### src/rtl/uart_rx.sv
// UART receiver: START, 8 data bits LSB first, PARITY, STOP.
// Two-flop line synchroniser, mid-bit sampling, one-cycle valid strobe.
module uart_rx #(
    parameter int CLK_FREQ  = 60000000,
    parameter int BAUD_RATE = 6000000,
    parameter int PARITY    = 0
) (
    input  logic       clk,
    input  logic       reset,
    input  logic       rx,
    output logic [7:0] rx_data,
    output logic       rx_valid,
    output logic       parity_err,
    output logic       frame_err,
    output logic       rx_busy
);

    localparam int CLKS_PER_BIT = CLK_FREQ / BAUD_RATE;
    localparam int HALF_BIT     = CLKS_PER_BIT / 2;

    localparam logic [15:0] HALF_M1 = 16'(HALF_BIT - 1);
    localparam logic [15:0] BIT_M1  = 16'(CLKS_PER_BIT - 1);
    localparam logic        PAR_BIT = 1'(PARITY);

    typedef enum logic [2:0] {
        S_IDLE,
        S_START,
        S_DATA,
        S_PARITY,
        S_STOP,
        S_WAIT_IDLE
    } state_t;

    state_t      state, state_n;
    logic        rx_m, rx_s;
    logic [15:0] clk_cnt, clk_cnt_n;
    logic [2:0]  bit_idx, bit_idx_n;
    logic [7:0]  shift_reg, shift_n;
    logic        pbit, pbit_n;
    logic [7:0]  data_n;
    logic        valid_n, perr_n, ferr_n;
    logic        bit_pt;

    // Line idles high, so the synchroniser resets to 1.
    always_ff @(posedge clk or posedge reset) begin
        if (reset) begin
            rx_m <= 1'b1;
            rx_s <= 1'b1;
        end else begin
            rx_m <= rx;
            rx_s <= rx_m;
        end
    end

    always_ff @(posedge clk or posedge reset) begin
        if (reset) begin
            state      <= S_IDLE;
            clk_cnt    <= '0;
            bit_idx    <= '0;
            shift_reg  <= '0;
            pbit       <= 1'b0;
            rx_data    <= '0;
            rx_valid   <= 1'b0;
            parity_err <= 1'b0;
            frame_err  <= 1'b0;
        end else begin
            state      <= state_n;
            clk_cnt    <= clk_cnt_n;
            bit_idx    <= bit_idx_n;
            shift_reg  <= shift_n;
            pbit       <= pbit_n;
            rx_data    <= data_n;
            rx_valid   <= valid_n;
            parity_err <= perr_n;
            frame_err  <= ferr_n;
        end
    end

    assign bit_pt  = (clk_cnt == BIT_M1);
    assign rx_busy = (state != S_IDLE);

    always_comb begin
        state_n   = state;
        clk_cnt_n = clk_cnt + 16'd1;
        bit_idx_n = bit_idx;
        shift_n   = shift_reg;
        pbit_n    = pbit;
        data_n    = rx_data;
        perr_n    = parity_err;
        ferr_n    = frame_err;
        valid_n   = 1'b0;

        unique case (state)
            S_IDLE: begin
                clk_cnt_n = '0;
                if (!rx_s)
                    state_n = S_START;
            end
            S_START: begin
                // A start bit that is high again at mid-bit is a glitch.
                if (clk_cnt == HALF_M1) begin
                    clk_cnt_n = '0;
                    bit_idx_n = '0;
                    state_n   = rx_s ? S_IDLE : S_DATA;
                end
            end
            S_DATA: begin
                if (bit_pt) begin
                    clk_cnt_n        = '0;
                    shift_n[bit_idx] = rx_s;
                    if (bit_idx == 3'd7)
                        state_n = S_PARITY;
                    else
                        bit_idx_n = bit_idx + 3'd1;
                end
            end
            S_PARITY: begin
                if (bit_pt) begin
                    clk_cnt_n = '0;
                    pbit_n    = rx_s;
                    state_n   = S_STOP;
                end
            end
            S_STOP: begin
                if (bit_pt) begin
                    clk_cnt_n = '0;
                    data_n    = shift_reg;
                    perr_n    = ((^shift_reg) ^ pbit) != PAR_BIT;
                    ferr_n    = ~rx_s;
                    valid_n   = 1'b1;
                    state_n   = rx_s ? S_IDLE : S_WAIT_IDLE;
                end
            end
            S_WAIT_IDLE: begin
                // Break or stuck-low line: hold off until it returns high.
                clk_cnt_n = '0;
                if (rx_s)
                    state_n = S_IDLE;
            end
            default: begin
                clk_cnt_n = '0;
                state_n   = S_IDLE;
            end
        endcase
    end

endmodule

### config.mk
export PLATFORM = sky130hd
export DESIGN_NAME = uart_rx
export DESIGN_NICKNAME = d
export VERILOG_FILES = /design/src/rtl/uart_rx.sv
export SDC_FILE = /design/constraint.sdc
export NUM_CORES = 1
export LEC_CHECK = 0
export BUFFER_PORTS_ARGS = -buffer_cell sky130_fd_sc_hd__buf_2
export CAP_MARGIN = 25
export CORE_MARGIN = 4
export CORE_UTILIZATION = 52
export DETAILED_ROUTE_END_ITERATION = 8
export GPL_TIMING_DRIVEN = 0
export PLACE_DENSITY = 0.78
export SYNTH_ARGS = -nofsm -noshare
export SYNTH_HDL_FRONTEND = slang
export SYNTH_SLANG_ARGS = --single-unit
### constraint.sdc
create_clock -name clk -period 2.8 [get_ports clk]
set_clock_uncertainty 0.05 [all_clocks]
set_input_delay 0.42 -clock clk [delete_from_list [all_inputs] [get_ports clk]]
set_output_delay 0.42 -clock clk [all_outputs]
set_load 0.01 [all_outputs]
# --- Word level (Yosys, flattened, before mapping) ---
# Cells that the tools add are included.
totals:
  regBits: 44
  inputBits: 3
  out_inout_bits: 12
  wordCells: 66
op_classes:
  add_sub_neg: 2
  order_cmp: 2
  n_eq_ne: 16
  mux: 22
  n_bitwise: 2
  reduce_logical: 11
ops:
  columns: ["operator", "count"]
  rows:
  - ["$mux 3", 11]
  - ["$mux 16", 2]
  - ["$pmux 16 s2", 1]
  - ["$pmux 3 s6", 1]
  - ["$add 16x1->16 const B", 1]
  - ["$eq 16x3->1 const B", 1]
  - ["$eq 16x4->1 const B", 1]
  - ["$ne 2x2->1 const B", 8]
  - ["$eq 3x3->1 const B", 3]
  - ["$bwmux 8", 1]
  - ["$reduce_xor 8->1", 1]
  - ["$reduce_and 7->1", 1]
  - ["$eq 3x2->1 const B", 2]
  - ["$pmux 3 s2", 1]
  - ["$reduce_and 2->1", 3]
  - ["$lt 3x4->1 const B", 1]
  - ["$reduce_and 4->1", 1]
  - ["$add 3x1->3 const B", 1]
  - ["$demux 1 s3", 1]
  - ["$eq 3x1->1 const B", 1]
  - ["$ge 3x1->1 const B", 1]
  - ["$logic_not 3->1", 1]
  - ["$mux 1", 3]
  - ["$reduce_bool 3->1", 1]
  - ["other kinds (6)", 6]

# --- Depth between registers and ports, before layout ---
# Gate-level depths: netlist (run 1).
depth:
  word_depth: 5
  depth_mapped: 7
  depth_no_buf: 7

# --- Least setup slack after synthesis (run 1) ---
# No wires, ideal clock.
synth_timing:
  path_kind: "register -> register"
  start: "register clk_cnt[5]"
  end: "register state[1]"
  setup_ns: 0.125
  arrival_time_ns: 2.159
  required_ns: 2.625
  path_slack_ns: 0.466
  path_stages_with_launch: 6
  path_buffers: 0
  period_less_slack_ns: 2.334
  cell_sequence: "dfrtp_1 -> or4_4 -> or4_4 -> a2bb2oi_4 -> o221ai_2 -> mux2_4"
synth_via:
  elab_chain_len: 3
  word_cells_on_any_way: 7
  classes_between: "6 x eq/ne; 1 x reduce/logical"
synth_rtl:
  columns: ["item", "line_no", "text"]
  rows:
  - ["start: declaration", "36", "logic [15:0] clk_cnt, clk_cnt_n;"]
  - ["start signal: assignment", "68", "clk_cnt <= clk_cnt_n;"]
  - ["$eq 16x3->1 / $eq 16x4->1 (equally long branches)", "101, 79", null]
  - ["$ne 2x2->1 (no line)", null, null]
  - ["$reduce_and 7->1 (no line) (*)", null, null]
  - ["end signal: assignment", "67", "state <= state_n;"]
  - ["end: declaration", "34", "state_t state, state_n;"]
# Every way passes the cells marked *; elsewhere a longest branch is shown, timed or not.
# A chain may end at the register's enable or synchronous reset.

# --- Worst setup path in the final report (run 1) ---
layout_timing:
  start: "register clk_cnt[13]"
  end: "register shift_reg[2]"
layout_via:
  elab_chain_len: 2
layout_rtl:
  columns: ["item", "line_no", "text"]
  rows:
  - ["$eq 16x4->1", "79", "assign bit_pt = (clk_cnt == BIT_M1);"]
  - ["$reduce_and 2->1 (no line)", null, null]
  - ["end signal: assignment", "70", "shift_reg <= shift_n;"]
  - ["end: declaration", "38", "logic [7:0] shift_reg, shift_n;"]
# Every way passes these cells.

==> flow_summary_export.csv, run 1 <==
group,metric,value,unit
outcome,outcome,"completed",
clocking,cts_resized,0,
floorplanning,start_util,54.2,%
place,port_buffers,14,
power_and_ir_drop,worst_ir_drop_vdd,0.422,mV
sta,fin_crit_sh,88.3,%
critical_path,crit_chain,"or4_4 > nor4_4 > nand3b_1 > nor3b_1 > mux2_2",
flow_run,cap_violations,0,
sta,maxSlewViolCount,0,
final_layout,final_cells,274,
sta,setup_viol_count_final,0,
critical_path,regToRegStartpoint,"clk_cnt[13]",
clocking,cts_root_buf,"clkbuf_8",
yosys,async_flop_share,100,%
critical_path,end_kind,"register",
yosys,ys_ff_latch,44,
detailed_routing,via_count,1435,
sta,slew_headroom,40.7,%
global_routing,antenna_found_initial,0,
detailed_routing,first_iter_violations,42,
floorplanning,die_w,73.0,µm
final_layout,finalNetCount,231,
critical_path,critPathLaunchType,"register",
clocking,ctsLongestPathBuffers,2,
floorplanning,coreArea,4060,µm²
yosys,synth_flop_cell,"dfrtp_1",
clocking,cts_tree,"yes",
critical_path,cp_slowest_stage_delay,0.57,ns
floorplanning,die-area,5330,µm²
hold_path,hp-class,"in2reg",
yosys,ys_seq_area_share,50.2,%
detailed_routing,post_drt_wl_per_cell,12.9,µm
final_layout,largest_reg_flops,16,
clocking,clkTransAtPathRegs,0.09,ns
sta,max_slew.worst_pin.slew,0.889,ns
global_routing,gr-usage-all-layers,15.4,%
clocking,cts_sinks,44,
critical_path,critPathMaxFanout,6,
floorplanning,fp.dieH,73.0,µm
power_and_ir_drop,powerDensity,690,nW/µm²
sta,fin_setup_tns,0,ns
detailed_routing,dr.pass1.iters,4,
critical_path,cp.required,2.94,ns
clocking,cts_buffers,5,
yosys,yosys_warnings,0,
clocking,h-tree-depth,2,
clocking,clkLatencyLatePin,0.30,ns
detailed_routing,drc,0,
yosys,synth-edff-count,0,
final_layout,drive_above_1_share,24.1,%
power_and_ir_drop,p_leak,1.18,nW
detailed_routing,wl,3.52,mm
critical_path,cp-startpoint,"clk_cnt[13]",
yosys,syn-cell-area,2200,µm²
global_routing,grt_pass1_vias,1446,
sta,max_freq,404,MHz
critical_path,cp.arrival,2.61,ns
place,placed_cells,266,
global_routing,grt_pass1_wl,6.35,mm
place,dp_hpwl,2.52,mm
sta,min_period,2.47,ns
global_routing,grt-ovfl-total,0,
critical_path,crit_type,"reg2reg",
detailed_routing,ant_nets,0,
place,place_congestion,0.792,
critical_path,crit_slowest_cell,"or4_4",
floorplanning,ios,15,
yosys,syn_avg_cell_area,10.9,µm²
clocking,hold_buffers,0,
clocking,cts_setup_buffers,0,
final_layout,fillers,340,
hold_path,hold_start,"rx",
yosys,synth_cell_types,30,
final_layout,n_antenna_cell,0,
sta,hold_violations,0,
sta,rsz0062_at_grt,"false",
yosys,synth_cells,202,
final_layout,area_growth,11.5,%
floorplanning,rows,23,
yosys,synth_fp_nets,210,
global_routing,grt_max_degree,45,
detailed_routing,vias_per_cell,5.24,
## where the power goes
| part | internal (mW) | switching [mW] |
|---|---|---|
| Clock | 0.292 | 0.218 |
| Sequential | 0.680 | 0.0422 |
| Combinational | 0.191 | 0.272 |
| Total | 1.16 | 0.532 |
## path summary, 6_finish.rpt
| kind | to | slack [ns] | cells past startpoint |
|---|---|---|---|
| worst max-delay path | shift_reg[2] | 0.33 | 5 |
| worst min-delay path | rx_m | 0.17 | 1 |
| worst max register to register | shift_reg[2] | 0.33 | 5 |
| worst min register to register | rx_s | 0.31 | 0 |
| max in group asynchronous | clk_cnt[5] | 1.89 | 2 |
| min in group asynchronous | rx_data[4] | 0.26 | 2 |
## synth_stat cells, drive strengths merged, types with 6 or more instances
cell    count  share of area, %
nor2       26               4.4
nand3       9               2.0
xor2       10               4.0
nand2      15               2.6
xnor2      12               4.8
o21ai       7               1.6
dfrtp      42                48
mux2       20                11
nand3b      6               2.0
inv         8               1.4
or4         6               2.6
## cell type report
cell class,count,area [µm²],share of cell area [%]
clock buffer,6,82.6,3.37
timing repair buffer,14,70.1,2.86
clock inverter,2,38.8,1.58
buffer,8,33.8,1.38
inverter,8,30.0,1.22
tap,50,62.6,2.55
sequential,44,1100,45.0
multi-input combinational,142,1030,42.1
## cell usage in the layout, fill, tap and decap left out, drive strengths merged, types with 2 or more instances in the layout
cell type  instances
nor3               4
buf               17
xor2              10
dfrtp             42
ha                 5
nand3              9
nand4              3
inv                8
nor2              26
clkbuf            11
nor3b              3
mux2              20
and3               5
a21oi              2
or4                6
nand3b             6
xnor2             12
o21ai              7
nor2b              2
dfstp              2
nand2             15
## through the flow
stage	hold WS, ns	cell area, µm²	power [mW]	utilization (%)	setup WS (ns)
floorplan	0.295	2200	1.11	-	0.466
global placement	0.296	2330	1.19	57.5	0.348
detailed placement	0.297	2330	1.20	57.5	0.323
CTS	0.161	2450	1.71	60.5	0.321
global route	0.160	2450	1.80	60.5	0.180
finish	0.171	2450	1.69	60.5	0.327
## kinds of logic after synthesis
group | synth area share [%]
flip-flops | 50.2
XOR/XNOR | 8.76
adder cells (fa/ha/maj) | 2.84
buffers and inverters | 2.90
AND/OR/NAND/NOR | 20.4
multiplexers | 11.0
AO/OA/AOI/OAI | 3.92
## worst max-delay path: cells and delay by family, from the launching register on
kind | cells | cell delay (ns)
DFF | 1 | 0.43
and+or+nand+nor | 4 | 1.51
muxes | 1 | 0.37
## layer usage
metal | wire length (µm) | GRT usage, % | up-vias
li1 | - | - | 733
met2 | 1800 | 27.6 | 17
met4 | 28 | 3.69 | 0
met5 | 0 | 0 | -
met1 | 1590 | 18.0 | 683
met3 | 108 | 4.55 | 2
(Power assumes the default switching activity.)
==> run 2, diff against run 1 <==
--- a/config.mk
+++ b/config.mk
@@ -11,7 +11,7 @@
 export CORE_UTILIZATION = 52
 export DETAILED_ROUTE_END_ITERATION = 8
 export GPL_TIMING_DRIVEN = 0
-export PLACE_DENSITY = 0.78
+export PLACE_DENSITY = 0.73
 export SYNTH_ARGS = -nofsm -noshare
 export SYNTH_HDL_FRONTEND = slang
 export SYNTH_SLANG_ARGS = --single-unit
==> flow_summary_export.csv, run 2 (synthesis results as in run 1) <==
group,metric,value,unit
outcome,outcome,"completed",
final_layout,largest_reg_flops,16,
final_layout,n_antenna_cell,0,
global_routing,antenna_found_initial,0,
clocking,cts_buffers,5,
sta,min_period,2.51,ns
power_and_ir_drop,swShare,31.3,%
power_and_ir_drop,p_clk_share,29.8,%
power_and_ir_drop,intPower,1.16,mW
floorplanning,rows,23,
power_and_ir_drop,seqPwrFrac,42.5,%
critical_path,critPathLaunchType,"register",
power_and_ir_drop,p_leak,1.19,nW
clocking,cts_root_buf,"clkbuf_8",
sta,rsz0062_at_grt,"false",
clocking,cts_tree,"yes",
final_layout,final_common_cell,"dfrtp_1",
detailed_routing,vias_per_cell,5.16,
global_routing,grt_max_degree,31,
critical_path,r2r_cells,5,
final_layout,final_cells,275,
sta,max_freq,399,MHz
clocking,cts_sinks,44,
critical_path,critPathMaxFanout,6,
detailed_routing,dr.pass1.iters,4,
detailed_routing,topRoutingLayerUsed,"met4",
power_and_ir_drop,worst_ir_drop_vdd,0.452,mV
global_routing,grt-ovfl-total,0,
detailed_routing,wl,3.50,mm
detailed_routing,first_iter_violations,65,
detailed_routing,ant_nets,0,
critical_path,cp.arrival,2.64,ns
global_routing,grt_pass1_wl,6.25,mm
floorplanning,die_w,73.0,µm
final_layout,drive_above_1_share,24.4,%
detailed_routing,drc,0,
critical_path,cp_slowest_stage_delay,0.61,ns
clocking,clkTransAtPathRegs,0.08,ns
sta,fin_setup_tns,0,ns
critical_path,path_delay_family,"simple AND/OR/NAND/NOR gates",
sta,setup_viol_count_final,0,
power_and_ir_drop,switching_power,0.529,mW
sta,fin_crit_sh,89.5,%
detailed_routing,wl_met1,1.58,mm
final_layout,final_cell_mix,"42 x dfrtp_1, 26 x nor2_1, 18 x mux2_2",
detailed_routing,wl_met3,114,µm
critical_path,crit_type,"reg2reg",
final_layout,finalNetCount,232,
place,dp_hpwl,2.58,mm
clocking,cts_resized,0,
detailed_routing,post_drt_wl_per_cell,12.7,µm
detailed_routing,wl_met2,1.75,mm
floorplanning,ios,15,
power_and_ir_drop,pwr-share-comb,27.7,%
clocking,hold_buffers,0,
final_layout,utilization,61.0,%
place,placed_cells,267,
sta,hold_violations,0,
critical_path,path_depth,5,
place,place_congestion,0.835,
critical_path,crit_chain,"or4_1 > or4_4 > a2bb2oi_4 > o221ai_2 > mux2_4",
flow_run,cap_violations,0,
hold_path,hp-class,"in2async",
critical_path,end_kind,"register",
floorplanning,die-area,5330,µm²
floorplanning,start_util,54.2,%
global_routing,gr-usage-all-layers,15.3,%
floorplanning,coreArea,4060,µm²
critical_path,r2r_slack,0.29,ns
power_and_ir_drop,powerDensity,685,nW/µm²
critical_path,crit_slowest_cell,"or4_1",
clocking,h-tree-depth,2,
critical_path,cp.required,2.93,ns
clocking,clkLatencyLatePin,0.30,ns
critical_path,cp_num_buf_inv,0,
clocking,cts_setup_buffers,0,
floorplanning,fp.dieH,73.0,µm
detailed_routing,via_count,1418,
clocking,ctsLongestPathBuffers,2,
sta,maxSlewViolCount,0,
sta,max_slew.worst_pin.slew,0.444,ns
sta,slew_headroom,70.2,%
global_routing,grt_pass1_vias,1425,
place,port_buffers,14,
final_layout,area_growth,12.5,%
-- run 2: cell types whose count changed in the layout (fill, tap and decap cells not counted) --
cell    delta
buf_12     +1
-- run 2: final cells by class --
cell class | count | area (µm²)
Fill cell | 331 | 1580
Sequential cell | 44 | 1100
Multi-Input combinational cell | 142 | 1030
Timing Repair Buffer | 15 | 90.1
Clock buffer | 6 | 82.6
Tap cell | 50 | 62.6
Clock inverter | 2 | 38.8
Buffer | 8 | 33.8
Inverter | 8 | 30.0
-- run 2: final timing paths --
path / end / start
max: state[1] / clk_cnt[9]
min: clk_cnt[14] / reset
max reg2reg: state[1] / clk_cnt[9]
min reg2reg: rx_s / rx_m
max in group asynchronous: bit_idx[2] / reset
min in group clk: rx_m / rx
-- run 2: stage by stage --
stage / total power, mW / hold WS (ns) / cell area (µm²) / setup WS, ns
floorplan: 1.11 / 0.295 / 2200 / 0.466
global placement: 1.19 / 0.296 / 2330 / 0.331
detailed placement: 1.21 / 0.297 / 2350 / 0.314
CTS: 1.72 / 0.0147 / 2470 / 0.293
global route: 1.82 / 0.0226 / 2470 / 0.135
finish: 1.69 / 0.0199 / 2470 / 0.293
-- run 2: layer usage --
layer  vias to the layer above  GRT usage [%]
li1                        729              -
met1                       666           17.8
met2                        15           26.4
met3                         8           4.82
met4                         0           5.33
met5                         -              0
-- run 2: power groups by stage --
stage / Clock, mW / Sequential, mW / Combinational, mW
after global placement: 0 / 0.732 / 0.462
after CTS: 0.527 / 0.721 / 0.476
final: 0.505 / 0.720 / 0.469
after global routing: 0.554 / 0.730 / 0.534
after floorplan: 0 / 0.723 / 0.384
after detailed placement: 0 / 0.733 / 0.475
==> run 3, diff against run 2 <==
--- a/config.mk
+++ b/config.mk
@@ -11,6 +11,7 @@
 export CORE_UTILIZATION = 52
 export DETAILED_ROUTE_END_ITERATION = 8
 export GPL_TIMING_DRIVEN = 0
+export MAX_ROUTING_LAYER = met4
 export PLACE_DENSITY = 0.73
 export SYNTH_ARGS = -nofsm -noshare
 export SYNTH_HDL_FRONTEND = slang
==> flow_summary_export.csv, run 3 (synthesis results as in run 1) <==
group,metric,value,unit
outcome,outcome,"completed",
final_layout,largest_reg_flops,16,
hold_path,hp-class,"in2async",
floorplanning,coreArea,4060,µm²
place,port_buffers,14,
final_layout,finalNetCount,232,
critical_path,cp.required,2.93,ns
place,dp_hpwl,2.58,mm
global_routing,grt_pass1_vias,1422,
clocking,clkTransAtPathRegs,0.08,ns
floorplanning,start_util,54.2,%
floorplanning,die-area,5330,µm²
power_and_ir_drop,powerDensity,685,nW/µm²
global_routing,grt_pass1_wl,6.24,mm
clocking,hold_buffers,0,
clocking,cts_resized,0,
power_and_ir_drop,fin_total_pwr,1.69,mW
detailed_routing,first_iter_violations,63,
clocking,clkLatencyLatePin,0.30,ns
critical_path,critPathLaunchType,"register",
power_and_ir_drop,worst_ir_drop_vdd,0.452,mV
sta,maxSlewViolCount,0,
clocking,cts_setup_buffers,0,
flow_run,cap_violations,0,
detailed_routing,post_drt_wl_per_cell,12.7,µm
final_layout,final_common_cell,"dfrtp_1",
critical_path,critPathMaxFanout,6,
sta,rsz0062_at_grt,"false",
sta,max_freq,399,MHz
final_layout,area_growth,12.5,%
detailed_routing,dr.pass1.iters,4,
critical_path,r2r_cells,5,
global_routing,grt-ovfl-total,0,
global_routing,grt_max_degree,31,
global_routing,antenna_found_initial,0,
power_and_ir_drop,p_leak,1.19,nW
final_layout,n_antenna_cell,0,
floorplanning,fp.dieH,73.0,µm
sta,hold_violations,0,
final_layout,utilization,61.0,%
clocking,ctsLongestPathBuffers,2,
detailed_routing,wl,3.50,mm
final_layout,multi_input_area,1030,µm²
clocking,cts_buffers,5,
critical_path,crit_type,"reg2reg",
sta,max_slew.worst_pin.slew,0.444,ns
clocking,cts_sinks,44,
detailed_routing,vias_per_cell,5.16,
sta,min_period,2.51,ns
floorplanning,die_w,73.0,µm
floorplanning,rows,23,
final_layout,fillers,331,
place,place_congestion,0.847,
sta,slew_headroom,70.2,%
final_layout,final_cell_mix,"42 x dfrtp_1, 26 x nor2_1, 18 x mux2_2",
clocking,h-tree-depth,2,
detailed_routing,drc,0,
clocking,cts_root_buf,"clkbuf_8",
detailed_routing,via_count,1419,
clocking,cts_tree,"yes",
final_layout,regArea,1100,µm²
critical_path,cp.arrival,2.64,ns
sta,setup_viol_count_final,0,
global_routing,gr-usage-all-layers,15.7,%
detailed_routing,ant_nets,0,
sta,fin_crit_sh,89.6,%
final_layout,drive_above_1_share,24.4,%
floorplanning,ios,15,
sta,fin_setup_tns,0,ns
critical_path,end_kind,"register",
## run 3: metal layers
layer | up-vias | wire length (µm) | track usage [%]
met3 | 8 | 114 | 4.82
met1 | 667 | 1580 | 17.6
met2 | 15 | 1750 | 26.5
li1 | 729 | - | -
met4 | 0 | 63 | 5.33
met5 | - | 0 | -
## run 3: layout make-up
| type | count | area share [%] |
|---|---|---|
| flip-flops and latches | 44 | 44.6 |
| multi-input cells | 142 | 41.7 |
| repair buffers | 15 | 3.64 |
| clock buffers | 6 | 3.34 |
| well taps | 50 | 2.53 |
| clock inverters | 2 | 1.57 |
| plain buffers | 8 | 1.37 |
| inverters | 8 | 1.21 |
## run 3: path summary, 6_finish.rpt
path	start	to	slack (ns)
max reg2reg	clk_cnt[9]	state[1]	0.29
min	reset	clk_cnt[14]	0.02
max in group asynchronous	reset	bit_idx[2]	2.22
min in group clk	rx	rx_m	0.17
max	clk_cnt[9]	state[1]	0.29
min reg2reg	rx_m	rx_s	0.31
## run 3: stage by stage
stage	hold slack (ns)	worst slack, ns	area (µm²)	instances
2_1_floorplan	0.295	0.466	2200	202
3_3_place_gp	0.296	0.331	2330	266
3_5_place_dp	0.297	0.314	2350	267
4_1_cts	0.0147	0.293	2470	275
5_1_grt	0.0248	0.133	2470	275
6_report	0.0188	0.292	2470	275
## run 3: worst max-delay path, stage by stage (launching register included)
cell and delay [ns]:
dfrtp_1 0.41, or4_1 0.61, or4_4 0.54, a2bb2oi_4 0.26, o221ai_2 0.19, mux2_4 0.33
## run 3: where the power goes
group	switching (mW)	internal (mW)	total [mW]
registers	0.0406	0.680	0.720
clock network	0.214	0.292	0.505
logic	0.276	0.193	0.469
total	0.530	1.16	1.69
